$ cat config.mk
export PLATFORM = sky130hd
export DESIGN_NAME = rs75_serial_encoder
export DESIGN_NICKNAME = d
export VERILOG_FILES = /design/src/rtl/rs75_serial_encoder.sv
export SDC_FILE = /design/constraint.sdc
export NUM_CORES = 1
export LEC_CHECK = 0
export CORE_ASPECT_RATIO = 0.6
export CORE_UTILIZATION = 30
export CTS_CLUSTER_DIAMETER = 50
export CTS_CLUSTER_SIZE = 8
export DETAILED_ROUTE_END_ITERATION = 12
export HOLD_SLACK_MARGIN = 0.06
export SLEW_MARGIN = 5
export SYNTH_ARGS = -nofsm -noshare
export SYNTH_HDL_FRONTEND = slang
export SYNTH_SLANG_ARGS = --single-unit
$ cat constraint.sdc
create_clock -name clk -period 3.27 [get_ports clk]
set_clock_uncertainty 0.2 [all_clocks]
set_input_delay 0.654 -clock clk [delete_from_list [all_inputs] [get_ports clk]]
set_output_delay 0.654 -clock clk [all_outputs]
set_load 0.1 [all_outputs]
$ cat src/rtl/rs75_serial_encoder.sv
`default_nettype none
// ============================================================================
// Module   : rs75_serial_encoder
// Purpose  : Symbol-serial systematic RS(7,5) encoder over GF(8); parallel
//            21-bit codeword out under a valid/ready handshake.
// Revision : 1.0
// ============================================================================
module rs75_serial_encoder #(
    parameter int SYMBOL_WIDTH = 3,
    parameter int N            = 7,
    parameter int K            = 5
) (
    input  logic                        clk,
    input  logic                        reset,
    input  logic                        in_valid,
    output logic                        in_ready,
    input  logic [SYMBOL_WIDTH-1:0]     in_symbol,
    output logic                        cw_valid,
    input  logic                        cw_ready,
    output logic [N*SYMBOL_WIDTH-1:0]   codeword
);

    localparam int         c_MSG_W    = K * SYMBOL_WIDTH;
    localparam logic [2:0] c_LAST_CNT = 3'(K - 1);

    typedef enum logic [0:0] {
        c_st_load = 1'b0,
        c_st_hold = 1'b1
    } state_t;

    // Bit[2] is the coefficient of 1, bit[0] of alpha^2; alpha^3 = 1 + alpha.
    function automatic logic [2:0] gf_mul_alpha(input logic [2:0] s);
        gf_mul_alpha = {s[0], s[2] ^ s[0], s[1]};
    endfunction

    // g1 = alpha^4 = alpha + alpha^2
    function automatic logic [2:0] gf_mul_g1(input logic [2:0] s);
        gf_mul_g1 = gf_mul_alpha(s) ^ gf_mul_alpha(gf_mul_alpha(s));
    endfunction

    // g0 = alpha^3 = 1 + alpha
    function automatic logic [2:0] gf_mul_g0(input logic [2:0] s);
        gf_mul_g0 = s ^ gf_mul_alpha(s);
    endfunction

    state_t                      r_state;
    state_t                      w_state_next;
    logic [2:0]                  r_cnt;
    logic [SYMBOL_WIDTH-1:0]     r_r0;
    logic [SYMBOL_WIDTH-1:0]     r_r1;
    logic [c_MSG_W-1:0]          r_msg;
    logic [N*SYMBOL_WIDTH-1:0]   r_codeword;

    logic                        w_in_ready;
    logic                        w_cw_valid;
    logic                        w_accept;
    logic                        w_last;
    logic                        w_release;
    logic [SYMBOL_WIDTH-1:0]     w_fb;
    logic [SYMBOL_WIDTH-1:0]     w_r1_next;
    logic [SYMBOL_WIDTH-1:0]     w_r0_next;

    assign w_fb      = in_symbol ^ r_r1;
    assign w_r1_next = r_r0 ^ gf_mul_g1(w_fb);
    assign w_r0_next = gf_mul_g0(w_fb);

    always_ff @(posedge clk) begin
        if (!reset) begin
            r_state <= c_st_load;
        end else begin
            r_state <= w_state_next;
        end
    end

    // Handshake qualifiers are gated by reset so nothing is seen to transfer
    // in a cycle whose edge will clear the block.
    always_comb begin
        w_state_next = r_state;
        w_in_ready   = 1'b0;
        w_cw_valid   = 1'b0;
        w_accept     = 1'b0;
        w_last       = 1'b0;
        w_release    = 1'b0;
        case (r_state)
            c_st_load: begin
                w_in_ready = reset;
                w_accept   = in_valid && reset;
                if (w_accept && (r_cnt == c_LAST_CNT)) begin
                    w_last       = 1'b1;
                    w_state_next = c_st_hold;
                end
            end
            c_st_hold: begin
                w_cw_valid = reset;
                if (cw_ready) begin
                    w_release    = 1'b1;
                    w_state_next = c_st_load;
                end
            end
            default: begin
                w_state_next = c_st_load;
            end
        endcase
    end

    always_ff @(posedge clk) begin
        if (!reset) begin
            r_cnt      <= 3'd0;
            r_r0       <= '0;
            r_r1       <= '0;
            r_msg      <= '0;
            r_codeword <= '0;
        end else if (w_accept) begin
            r_r1  <= w_r1_next;
            r_r0  <= w_r0_next;
            r_msg <= {r_msg[c_MSG_W-SYMBOL_WIDTH-1:0], in_symbol};
            if (w_last) begin
                r_cnt      <= 3'd0;
                r_codeword <= {r_msg[c_MSG_W-SYMBOL_WIDTH-1:0], in_symbol,
                               w_r1_next, w_r0_next};
            end else begin
                r_cnt <= r_cnt + 3'd1;
            end
        end else if (w_release) begin
            r_r0  <= '0;
            r_r1  <= '0;
            r_msg <= '0;
        end
    end

    assign in_ready = w_in_ready;
    assign cw_valid = w_cw_valid;
    assign codeword = r_codeword;

endmodule
`default_nettype wire

==> metrics.md <==
| Metric | Value |
|---|---|
| Leak | between 0.8 and 0.9 nW |
| WP data arrival | around 1600 ps |
| Worst slew pin tran | 528 ps |
| CP endpoint kind | output pin |
| Worst path buffer plus inverter count | 2 |
| Vias post-DR | 1,286 |
| Die area | roughly 6000 um^2 |
| CTS root buf | clkbuf_8 |
| Sw Pwr | 0.377 mW |
| Post-synthesis async set-or-reset flop share | 0% |
| Share of post-route cells with drive strength above 1 | around 17% |
| Initial antenna violation count | 0 |
| CTS hold repair buffers | 0 |
| Layout fillers | approximately 550 |
| Final Hold Fails | 0 |
| Final total power | ~1.2 mW |
| Clock Latency Late Sink | 290 ps |
| RSZ-0062 raised after global routing | false |
| Die Y | 60.4 um |
| Fmax | 416 MHz |
| DRT Pass-1 Iters | 4 |
| CP Cell Sequence | clkdlybuf4s50_1, and2b_1, buf_12 |
| Avg Synthesized Cell Area | 9.21 um^2 |
| Largest net degree at the start of global routing | 43 |
| Clock Pin Slew Worst Setup and Hold Paths | 80 ps |
| Switching share of power | a little under a third |
| Detail Route Antenna Nets | 0 |
| Cts repair resizes | 0 |
| Crit path time final | 2410 ps |
| Antenna Cells | 0 |
| EDFF count, synth | 0 |
| Setup crit start kind | input port |
| CTS tree | done |
| Pwr/cell area | 596 nW/um^2 |
| Setup TNS | 0 ps |
| WS Path Type | input port to output pin |
| Max-cap violations | 0 |
| VDD IR max | 0.208 mV |
| Final worst-path cycle share | 73.6% |
| Row count | 20 |
| Combinational share of power | 25.2% |
| Sequential share of power | between 40% and 50% |
| Synth warnings | 0 |
| Clk sink count | 43 |
| Worst Path Max Fanout | 4 |
| Clock Tree Buf Depth | 2 |
| Total wire length | ~3500 um |
| First-pass GRT wire length | 5680 um |
| Status | completed |
| Slowest CP cell | clkdlybuf4s50_1 |
| Num ports | 30 |
| Most frequent cells in the layout | 43 x dfxtp_1, 33 x nand2_1, 26 x nand3_1 |
| Cell Area, Synth | 1700 um^2 |
| Die width | 99.3 um |
| Cts bufs inserted | 5 |
| DP Wirelength | 2330 um |
| Syn Inst Count | approximately 190 |
| Remaining DRCs | 0 |
| Final Max Slew Viols | 0 |
| Mapped Nets | 194 |
| Via/cell ratio | 4.63 |
| GR Overflow Total | 0 |
| Synth unique cells | 26 |
| Synth top area cells | dfxtp_1 51%, nand3_1 7.6%, nand2_1 7.3% |
| DRT iter0 DRCs | 38 |
| Clock Power Share | about a quarter |
| Cell type with the largest total area after synthesis | dfxtp_1 |
| Slew headroom | 64.8% |
| Routed WL per cell | around 13 um |
| Internal | 0.858 mW |
| Initial Util | 32.4% |
| Top-area cell type share of the netlist area | between 50% and 60% |
| Postcts setup bufs | 0 |
| Nets | 220 |
| Htree depth | 2 |
| Crit-path leading delay family | buffers and inverters |
| HP Class | flip-flop to flip-flop |
| Slowest stage delay, CP | between 500 and 600 ps |
| Ys flop type | dfxtp_1 |
| Final setup vio count | 0 |
| Synth-to-Final Area Change | 21.7% |
| Core Area | 5260 um^2 |
| GRT Total Usage | 12.6% |
| Seq/Total Area, Yosys | between 50 and 60% |
| Worst endpoint required time | around 2400 ps |
| GPL Wtd Cong | 0.727 |
| Vias in the first global route | 1,134 |
| Commonest non-fill, non-tap cell in the layout | dfxtp_1 |
| Port bufs | 29 |
| Seq cells post-synth | 43 |
## layer usage
layer,wire length (um),part of all wire [%],GRT usage [%],vias to the layer above
li1,-,-,-,670
met1,1930,55,17.9,585
met2,1350,39,17.5,23
met3,156,4.5,3.80,8
met4,46,1.3,5.67,0
met5,0,0,0,-
## power groups by stage
| stage | Clock [mW] | Combinational [mW] | Sequential, mW |
|---|---|---|---|
| floorplan | 0 | 0.253 | 0.607 |
| global placement | 0 | 0.312 | 0.608 |
| detailed placement | 0 | 0.313 | 0.608 |
| CTS | 0.339 | 0.314 | 0.596 |
| global route | 0.364 | 0.344 | 0.599 |
| finish | 0.328 | 0.312 | 0.596 |
## path summary, 6_finish.rpt
path,start,end,slack (ps),depth (start not counted)
worst max-delay path,reset,in_ready,860,3
worst min-delay path,r_msg[11],codeword[20],250,2
worst max register to register,r_state,codeword[4],1590,5
worst min register to register,r_msg[11],codeword[20],250,2
## layout make-up
cell class                 count  area (um^2)  area share [%]
clock buffer                   7         76.3            3.68
clock inverter                 1         5.00           0.241
inverter                       3         11.3           0.543
multi-input combinational    126          757            36.5
sequential                    43          861            41.5
tap                           66         82.6            3.98
timing repair buffer          32          280            13.5
## flip-flops by register name, summed over array words and instances, names as in the netlist
signal	count
codeword	21
r_state	1
r_msg	12
r_r0	3
r_cnt	3
r_r1	3
## logic make-up after synthesis
group	after synthesis	synth area share (%)
flip-flops	43	50.5
buffers and inverters	16	5.07
AND/OR/NAND/NOR	83	23.6
XOR/XNOR	12	7.93
AO/OA/AOI/OAI	29	11.4
adder cells (fa/ha/maj)	2	1.47
## worst reg2reg max path, delay by kind of cell, from the launching register on
| kind | cells | cell delay (ps) |
|---|---|---|
| and+or+nand+nor | 3 | 560 |
| buffers and inverters | 1 | 320 |
| DFF | 1 | 450 |
| AOI/OAI and AO/OA | 1 | 90 |
## synthesized netlist by cell type (all sizes together), types with 2 or more instances
cell type,instances
a21oi,2
a22oi,12
and2,2
and3,2
buf,9
clkbuf,4
dfxtp,43
ha,2
inv,3
nand2,33
nand3,26
nor2,2
nor2b,15
o21ai,13
xnor2,9
xor2,3
## through the flow
| step | hold WS (ps) | area [um^2] | util, % | instances | worst slack (ps) |
|---|---|---|---|---|---|
| 2_1_floorplan | 216 | 1700 | - | 185 | 897 |
| 3_3_place_gp | 237 | 1990 | 37.9 | 270 | 805 |
| 3_5_place_dp | 237 | 1990 | 37.9 | 270 | 822 |
| 4_1_cts | 248 | 2070 | 39.5 | 278 | 851 |
| 5_1_grt | 280 | 2070 | 39.5 | 278 | 816 |
| 6_report | 247 | 2070 | 39.5 | 278 | 863 |
No activity file was read; power rests on OpenSTA's default activity.
